--- config.mk ---
export PLATFORM = sky130hd
export DESIGN_NAME = accel_watchdog_flat
export DESIGN_NICKNAME = d
export VERILOG_FILES = /design/src/rtl/accel_wdt_pkg.sv /design/src/rtl/accel_watchdog_if.sv /design/src/rtl/accel_wdt_channel.sv /design/src/rtl/accel_watchdog.sv /design/src/flat_wrapper.sv
export SDC_FILE = /design/constraint.sdc
export NUM_CORES = 1
export LEC_CHECK = 0
export BUFFER_PORTS_ARGS = -buffer_cell sky130_fd_sc_hd__clkbuf_2
export CORE_ASPECT_RATIO = 0.8
export CORE_UTILIZATION = 30
export DETAILED_ROUTE_END_ITERATION = 7
export MAX_ROUTING_LAYER = met4
export PLACE_DENSITY = 0.6
export SLEW_MARGIN = 20
export SYNTH_ARGS = -nofsm -noshare
export SYNTH_HDL_FRONTEND = slang
export SYNTH_SLANG_ARGS = --single-unit
--- constraint.sdc ---
create_clock -name clk -period 2.71 [get_ports clk]
set_clock_uncertainty 0.2 [all_clocks]
set_input_delay 0.4065 -clock clk [delete_from_list [all_inputs] [get_ports clk]]
set_output_delay 0.4065 -clock clk [all_outputs]
set_load 0.01 [all_outputs]
--- src/rtl/accel_wdt_pkg.sv ---
// accel_wdt_pkg: shared state type and default sizing for the accelerator watchdog
package accel_wdt_pkg;
  localparam int DEF_CNT_W = 16;
  localparam int DEF_PRESCALE = 8;
  localparam logic [1:0] ST_IDLE = 2'd0;
  localparam logic [1:0] ST_RUN = 2'd1;
  localparam logic [1:0] ST_DONE = 2'd2;
  localparam logic [1:0] ST_EXPIRED = 2'd3;
  typedef enum logic [1:0] {
    IDLE = ST_IDLE,
    RUN = ST_RUN,
    DONE = ST_DONE,
    EXPIRED = ST_EXPIRED
  } wdt_state_e;
endpackage

--- src/rtl/accel_watchdog_if.sv ---
// accel_watchdog_if: control/status bundle between accelerator controller and watchdog
interface accel_watchdog_if
  import accel_wdt_pkg::*;
#(
  parameter int N_CH = 4,
  parameter int CNT_W = DEF_CNT_W
);
  localparam int ID_W = N_CH > 1 ? $clog2(N_CH) : 1;
  logic start;
  logic [N_CH*CNT_W-1:0] timeout_val;
  logic [N_CH-1:0] kick;
  logic [N_CH-1:0] done;
  logic busy;
  logic [N_CH-1:0] expired;
  logic status_valid;
  logic status_pass;
  logic [ID_W-1:0] first_expired_id;
  modport master (
    output start, timeout_val, kick, done,
    input busy, expired, status_valid, status_pass, first_expired_id
  );
  modport slave (
    input start, timeout_val, kick, done,
    output busy, expired, status_valid, status_pass, first_expired_id
  );
endinterface

--- src/rtl/accel_wdt_channel.sv ---
// accel_wdt_channel: one supervised channel, FSM plus reloadable timeout counter
module accel_wdt_channel
  import accel_wdt_pkg::*;
#(
  parameter int CNT_W = DEF_CNT_W
) (
  input  logic             clk,
  input  logic             rst_n,
  input  logic             tick,
  input  logic             start,
  input  logic             abort,
  input  logic             kick,
  input  logic             done,
  input  logic [CNT_W-1:0] timeout_val,
  output wdt_state_e       state,
  output logic             expire_pulse
);
  logic [CNT_W-1:0] cnt;
  logic run;
  assign run = state == RUN;
  assign expire_pulse = run & ~done & ~kick & tick & (cnt == '0);
  // done beats kick beats expiry; a sibling's abort only lands if this channel is otherwise idle-ticking
  always_ff @(posedge clk)
    if (!rst_n) begin
      state <= IDLE;
      cnt <= '0;
    end else if (start) begin
      state <= RUN;
      cnt <= timeout_val;
    end else if (run) begin
      if (done) state <= DONE;
      else if (kick) cnt <= timeout_val;
      else if (expire_pulse) state <= EXPIRED;
      else if (abort) state <= IDLE;
      else if (tick) cnt <= cnt - 1'b1;
    end
endmodule

--- src/rtl/accel_watchdog.sv ---
// accel_watchdog: multi-channel watchdog with a single pass/fail verdict; ACCEL_WDT_PRESCALE_EN enables the shared tick prescaler
module accel_watchdog
  import accel_wdt_pkg::*;
#(
  parameter int N_CH = 4,
  parameter int CNT_W = DEF_CNT_W,
  parameter int FAIL_FAST = 1,
  parameter int PRESCALE = DEF_PRESCALE
) (
  input logic clk,
  input logic rst_n,
  accel_watchdog_if.slave bus
);
  localparam int ID_W = N_CH > 1 ? $clog2(N_CH) : 1;
  wdt_state_e st [N_CH];
  logic [N_CH-1:0] run, expd, pulse;
  logic tick, accept, abort, any_run, armed, busy_q, valid_q, pass_q;
  logic [ID_W-1:0] first_id, enc;
  assign any_run = |run;
  // busy_q lags the channel states by one edge, so both gate a new start
  assign accept = bus.start & ~any_run & ~busy_q;
  assign abort = (FAIL_FAST != 0) & |pulse;
`ifdef ACCEL_WDT_PRESCALE_EN
  localparam int PRE_W = PRESCALE > 1 ? $clog2(PRESCALE) : 1;
  logic [PRE_W-1:0] pre;
  assign tick = pre == PRE_W'(PRESCALE - 1);
  always_ff @(posedge clk)
    if (!rst_n || accept) pre <= '0;
    else pre <= tick ? '0 : pre + 1'b1;
`else
  logic unused_prescale;
  assign unused_prescale = ^PRESCALE;
  assign tick = 1'b1;
`endif
  for (genvar i = 0; i < N_CH; i++) begin : g_ch
    accel_wdt_channel #(.CNT_W(CNT_W)) u_ch (
      .clk(clk),
      .rst_n(rst_n),
      .tick(tick),
      .start(accept),
      .abort(abort),
      .kick(bus.kick[i]),
      .done(bus.done[i]),
      .timeout_val(bus.timeout_val[i*CNT_W +: CNT_W]),
      .state(st[i]),
      .expire_pulse(pulse[i])
    );
    assign run[i] = st[i] == RUN;
    assign expd[i] = st[i] == EXPIRED;
  end
  always_comb begin
    enc = '0;
    for (int i = N_CH - 1; i >= 0; i--) if (pulse[i]) enc = ID_W'(i);
  end
  always_ff @(posedge clk)
    if (!rst_n) begin
      armed <= 1'b0;
      busy_q <= 1'b0;
      valid_q <= 1'b0;
      pass_q <= 1'b0;
      first_id <= '0;
    end else begin
      busy_q <= any_run;
      if (accept) begin
        armed <= 1'b1;
        valid_q <= 1'b0;
        pass_q <= 1'b0;
        first_id <= '0;
      end else begin
        if (armed && !any_run) begin
          armed <= 1'b0;
          valid_q <= 1'b1;
          pass_q <= ~|expd;
        end
        if (|pulse && !(|expd)) first_id <= enc;
      end
    end
  assign bus.busy = busy_q;
  assign bus.expired = expd;
  assign bus.status_valid = valid_q;
  assign bus.status_pass = pass_q;
  assign bus.first_expired_id = first_id;
endmodule

--- src/flat_wrapper.sv ---
// flat-port wrapper written by rule: the top's interface ports become plain ports
module accel_watchdog_flat import accel_wdt_pkg::*;
#(
  parameter int N_CH = 4,
  parameter int CNT_W = DEF_CNT_W,
  parameter int FAIL_FAST = 1,
  parameter int PRESCALE = DEF_PRESCALE
)
  (clk, rst_n, bus_start, bus_timeout_val, bus_kick, bus_done, bus_busy, bus_expired, bus_status_valid, bus_status_pass, bus_first_expired_id);
  accel_watchdog_if #(.N_CH(N_CH), .CNT_W(CNT_W)) bus_i ();
  input logic clk;
  input logic rst_n;
  input wire logic [$bits(bus_i.start)-1:0] bus_start;
  input wire logic [$bits(bus_i.timeout_val)-1:0] bus_timeout_val;
  input wire logic [$bits(bus_i.kick)-1:0] bus_kick;
  input wire logic [$bits(bus_i.done)-1:0] bus_done;
  output wire logic [$bits(bus_i.busy)-1:0] bus_busy;
  output wire logic [$bits(bus_i.expired)-1:0] bus_expired;
  output wire logic [$bits(bus_i.status_valid)-1:0] bus_status_valid;
  output wire logic [$bits(bus_i.status_pass)-1:0] bus_status_pass;
  output wire logic [$bits(bus_i.first_expired_id)-1:0] bus_first_expired_id;
  assign bus_i.start = bus_start;
  assign bus_i.timeout_val = bus_timeout_val;
  assign bus_i.kick = bus_kick;
  assign bus_i.done = bus_done;
  assign bus_busy = bus_i.busy;
  assign bus_expired = bus_i.expired;
  assign bus_status_valid = bus_i.status_valid;
  assign bus_status_pass = bus_i.status_pass;
  assign bus_first_expired_id = bus_i.first_expired_id;
  accel_watchdog #(.N_CH(N_CH), .CNT_W(CNT_W), .FAIL_FAST(FAIL_FAST), .PRESCALE(PRESCALE)) u_core (.clk(clk), .rst_n(rst_n), .bus(bus_i));
endmodule
-- Word-level counts from Yosys, hierarchy flattened
Index checks and enable logic that the tools add are counted.
- bits of input ports: 75
- register bits: 78
- output and inout port bits: 9
- mux-type cells: 51
- equality and inequality tests: 28
- reductions and logical operators: 37
- bitwise logic cells: 25
- add/subtract/negate cells: 4
- operators with widths (cell ; number):
    $mux W16 ; 24
    $logic_not A16 Y1 ; 4
    $sub A16 B1 Y16 const B ; 4
    $mux W2 ; 17
    $ne A3 B2 Y1 const B ; 8
    $reduce_and A3 Y1 ; 8
    $ne A2 B1 Y1 const B ; 8
    $reduce_and A4 Y1 ; 4
    $reduce_bool A4 Y1 ; 4
    $and A1 B1 Y1 ; 14
    $ne A3 B1 Y1 const B ; 4
    $reduce_bool A3 Y1 ; 4
    $reduce_or A4 Y1 ; 3
    $not A1 Y1 ; 11
    $mux W1 ; 10
    $reduce_bool A2 Y1 ; 5
    $eq A2 B1 Y1 const B ; 4
    $eq A2 B2 Y1 const B ; 4
    $logic_and A1 B1 Y1 ; 2
    $logic_not A1 Y1 ; 2
    $reduce_or A2 Y1 ; 1

-- Depth between registers and ports, before layout
- depth in word-level cells: 11
- depth in mapped cells: 10

-- Modules after synthesis
Synthesis repeated with hierarchy kept, for this count alone.
- cells, all modules: 731
- area total of the unflattened synthesis: 5469.0 sq um
- modules (own cells, without submodules) (module ; cells each ; area each (sq um) ; seq. area each (sq um) ; instances):
    accel_wdt_channel ; 172 ; 1275.0 ; 360.3 ; 4
    accel_watchdog ; 43 ; 369.1 ; 120.1 ; 1

-- Least setup slack after synthesis
Ideal clock, no wire load.
- kind: register to register
- start point: register u_core.g_ch[2].u_ch.cnt[10]
- end point: register u_core.g_ch[2].u_ch.cnt[14]
- library setup time: 115 ps
- period minus slack after synthesis: 2864 ps
- data arrival time: 2550 ps
- cell stages (with the launch flop): 9
- buffers on the path: 2
- slack: -154 ps
- required time: 2395 ps
- cell sequence: dfxtp_1 -> buf_6 -> or4_4 -> or3_1 -> or4_4 -> a41oi_2 -> buf_6 -> nor3_1 -> o2bb2a_4
- cells in the longest elaborated chain, start to end: 7
- elaborated cells on any way between the ends: 13
- those cells by class: add/sub: 1; eq/ne: 2; mux: 6; bitwise: 1; reduce/logical: 3
- ends and longest elaborated chain (item ; line ; source):
    start: declaration ; accel_wdt_channel.sv:18 ; logic [CNT_W-1:0] cnt;
    start signal: assignment ; accel_wdt_channel.sv:29 ; cnt <= timeout_val;
    start signal: assignment ; accel_wdt_channel.sv:32 ; else if (kick) cnt <= timeout_val;
    start signal: assignment ; accel_wdt_channel.sv:35 ; else if (tick) cnt <= cnt - 1'b1;
    $sub A16 B1 Y16 ; accel_wdt_channel.sv:35 ;
    $mux W16 ; accel_wdt_channel.sv:34 ; else if (abort) state <= IDLE;
    $mux W16 ; accel_wdt_channel.sv:33 ; else if (expire_pulse) state <= EXPIRED;
    $mux W16 ; accel_wdt_channel.sv:32 ;
    $mux W16 ; accel_wdt_channel.sv:31 ; if (done) state <= DONE;
    $mux W16 ; accel_wdt_channel.sv:30 ; end else if (run) begin
    $mux W16 ; accel_wdt_channel.sv:27 ; end else if (start) begin
Several ways; a longest one is shown, not always the timed one. The select of a mux whose other input is x is not followed.
A chain may end at the register's enable or synchronous reset.

-- Worst setup path in the final report
- start point: register u_core.g_ch[2].u_ch.cnt[10]
- end point: register u_core.g_ch[2].u_ch.cnt[11]
Same word-level chain as after synthesis.

==> reports/results.tsv <==
stage	metric	value	unit
worst_setup_path	Worst Setup Start Kind	flip-flop	
logic_synthesis	Post-Syn Area	5187	um^2
timing	period utilization	1.058	
layout	area delta synth->final	46.41	%
layout	Layout fillers	1695	
logic_synthesis	combinational family with the most area after synthesis	compound AO/OA/AOI/OAI gates	
placed_design	routability cong.	0.8527	
clock_network	CTS tree	yes	
layout	fin nets	954	
timing	fin. max-slew vios	0	
clock_network	CTS H-Tree Depth	3	
pwr	leak pwr	3.168	nW
timing	Highest Clock Rate	348.8	MHz
logic_synthesis	multiplexer share of the synthesized area	0.01013	
run_status	status	complete, but fails checks	
detailed_routing	vias per inst	5.674	
clock_network	CTS buffer count	9	
logic_synthesis	top cells by area, synth	dfxtp_1, a21oi_1, nand2_1, nor2_1, o21ai_0	
detailed_routing	Avg WL per Cell	17.60	um
layout	Post-Route Utilization	0.4545	
worst_hold_path	Hold Path Class	input port to flip-flop	
detailed_routing	DR vias	6219	
logic_synthesis	Yosys top cell area share	0.3010	
grt	all-layer global routing usage	0.2294	
clock_network	CTS Hold Bufs	0	
timing	Slew headroom	0.5672	
job	max cap viols	0	
logic_synthesis	Compound-Gate Fraction of Synth Area	0.3225	
layout	share of layout cells above drive strength 1	0.3642	
timing	hold slack	0.1230	ns
clock_network	CTS Buffer Depth	2	
clock_network	CTS root buf	clkbuf_16	
floorplan	Die Height	119.6	um
run_status	failing checks	setup timing	
logic_synthesis	Syn Inst Count	678	
timing	Final Worst Setup Slack	-0.1569	ns
floorplan	die area	17830	um^2
timing	Worst-Margin Slew	0.6492	ns
worst_setup_path	Critical Path RT	2.76	ns
worst_setup_path	CP arrival	2.91	ns
logic_synthesis	ys async rst share	0	
grt	GR Overflow Total	0	
placed_design	number of instances in the placed design	1070	
logic_synthesis	part of the Yosys area used for sequential elements	0.3010	
logic_synthesis	Main synth FF type	dfxtp_1	
detailed_routing	Pre-antenna DRT Iters	7	
placed_design	HPWL Detailed	13770	um
timing	unrepaired setup endpoints after global routing	true	
logic_synthesis	area leader, netlist	dfxtp_1	
logic_synthesis	Synthesis Warnings	0	
placed_design	Post-Place Setup Slack	-0.2239	ns
detailed_routing	initial drt markers	556	
detailed_routing	Post-Route WL	19290	um
timing	Final Hold Vio Count	0	
floorplan	Chip Width	149.0	um
logic_synthesis	simple-gate share of the synthesized area	0.2873	
worst_setup_path	Setup CP Type	flip-flop to flip-flop	
grt	largest net degree at the start of global routing	25	
logic_synthesis	post-synthesis adder-cell area fraction	0.01930	
logic_synthesis	syn_nets	761	
floorplan	# IOs	84	
logic_synthesis	syn avg cell area	7.651	um^2
detailed_routing	post-route ant nets	0	
clock_network	clock sink total	78	
floorplan	row count	42	
floorplan	Initial Util	0.3104	
grt	first-pass GRT wire length	31130	um
logic_synthesis	xor and xnor area share after synthesis	0	
timing	post-route setup TNS	-4.537	ns
clock_network	clk_lat worst skew	0.36	ns
layout	Ant. Diodes	0	
logic_synthesis	number of enable flip-flop cells after synthesis	0	
pwr	Peak VDD IR	0.4934	mV
detailed_routing	DRC viols	0	
pwr	Cell Pwr Density	1133	nW/um^2
floorplan	CORE AREA	16710	um^2
layout	Finished Layout Cells	1096	
worst_setup_path	crit end category	flip-flop	
worst_setup_path	CP max FO	5	
grt	antenna violations before repair	0	
timing	final-report setup violation count	61	
placed_design	PortBufs	83	
clock_network	clk slew on worst S/H paths	0.07	ns
grt	vias in the first global route	5966	
logic_synthesis	FF+latch count, synth	78	
timing	minimum clock period	2.867	ns
logic_synthesis	Yosys cell types	74	
worst_setup_path	reg2reg setup slack	-0.16	ns
==> metal layers <==
layer	wire, um	share of wire	track usage	up-vias
met5	0	0	-	-
met4	252	0.013	0.05995	0
met3	1433	0.074	0.04487	23
met2	8379	0.43	0.3360	256
met1	9223	0.48	0.3196	2916
li1	-	-	-	3024
==> registers in the layout, summed over array words and instances (netlist names) <==
name	flops
u_core.bus.status_pass	1
u_core.armed	1
u_core.g_ch.u_ch.cnt	64
u_core.bus.busy	1
u_core.bus.status_valid	1
u_core.bus.first_expired_id	2
u_core.g_ch.u_ch.state	8
==> cells in the mapped netlist (all sizes together) (6+ instances only) <==
cell / number
o31ai: 6
or3: 13
nor2b: 8
or4: 15
buf: 10
or2: 6
o22ai: 22
a21oi: 48
a32o: 14
nand2: 62
nor3b: 6
ha: 8
a211oi: 13
nand4: 11
clkbuf: 36
dfxtp: 78
nor4: 24
o32ai: 6
o21ai: 43
nor3: 35
and3: 7
nand3: 19
o31a: 7
o221a: 6
nor2: 54
inv: 22
nand2b: 6
o211ai: 7
a221oi: 6
==> timing repair <==
item | in CTS | in global routing
endpoints found under the setup margin | 68 | 68
pin swaps | 39 | 12
cloned | 3 | 0
buffers inserted | 5 | 4
resized for setup | 51 | 16
==> final timing paths <==
check	from	to	cells past startpoint
hold reg to reg	u_core.armed$_SDFFE_PN0P_	u_core.armed$_SDFFE_PN0P_	2
setup / recovery	u_core.g_ch[2].u_ch.cnt[10]$_SDFFE_PN0P_	u_core.g_ch[2].u_ch.cnt[11]$_SDFFE_PN0P_	7
setup reg to reg	u_core.g_ch[2].u_ch.cnt[10]$_SDFFE_PN0P_	u_core.g_ch[2].u_ch.cnt[11]$_SDFFE_PN0P_	7
hold / removal	bus_timeout_val[24]	u_core.g_ch[1].u_ch.cnt[8]$_SDFFE_PN0P_	3
==> through the flow <==
stage | total power, mW | area (um^2)
6_report | 8.607 | 7595
5_1_grt | 9.217 | 7595
4_1_cts | 8.449 | 7510
3_5_place_dp | 6.771 | 6845
3_3_place_gp | 6.759 | 6845
2_1_floorplan | 4.669 | 5233
==> power by group <==
| part | internal (mW) | total [mW] | switching, mW |
|---|---|---|---|
| Clock | 0.829 | 1.37 | 0.540 |
| Sequential | 1.52 | 1.79 | 0.270 |
| Combinational | 2.53 | 5.45 | 2.92 |
==> area by class of cell <==
cell class | count | area (um^2) | share of cell area
Clock inverter | 6 | 85.08 | 0.01120
Sequential cell | 78 | 1563 | 0.2058
Inverter | 24 | 90.09 | 0.01186
Timing Repair Buffer | 227 | 1690 | 0.2226
Tap cell | 220 | 275.3 | 0.03624
Multi-Input combinational cell | 531 | 3652 | 0.4809
Clock buffer | 10 | 239.0 | 0.03147
==> kinds of logic after synthesis <==
kind of cell / after synthesis
AO/OA/AOI/OAI: 234
adder cells (fa/ha/maj): 8
buffers and inverters: 70
flip-flops: 78
multiplexers: 5
AND/OR/NAND/NOR: 283
==> critical path, cell delays in order (launching register included) <==
cell     delay [ns]
dfxtp_1        0.31
or4_4          0.56
or3_4          0.35
or4_4          0.60
a41oi_4        0.26
buf_12         0.16
nor3_2         0.04
o221a_2        0.26
==> placed cells by master, fill, tap and decap left out, drive strengths merged, types with 11 or more instances in the layout <==
master,n
nor4,24
or3,13
a32o,14
nand2,62
dfxtp,78
a21oi,49
nor3,35
buf,144
inv,22
o21ai,43
nand4,11
nand3,19
nor2,54
clkbuf,93
o22ai,22
or4,15
a211oi,13
No activity file was read; power rests on OpenSTA's default activity.
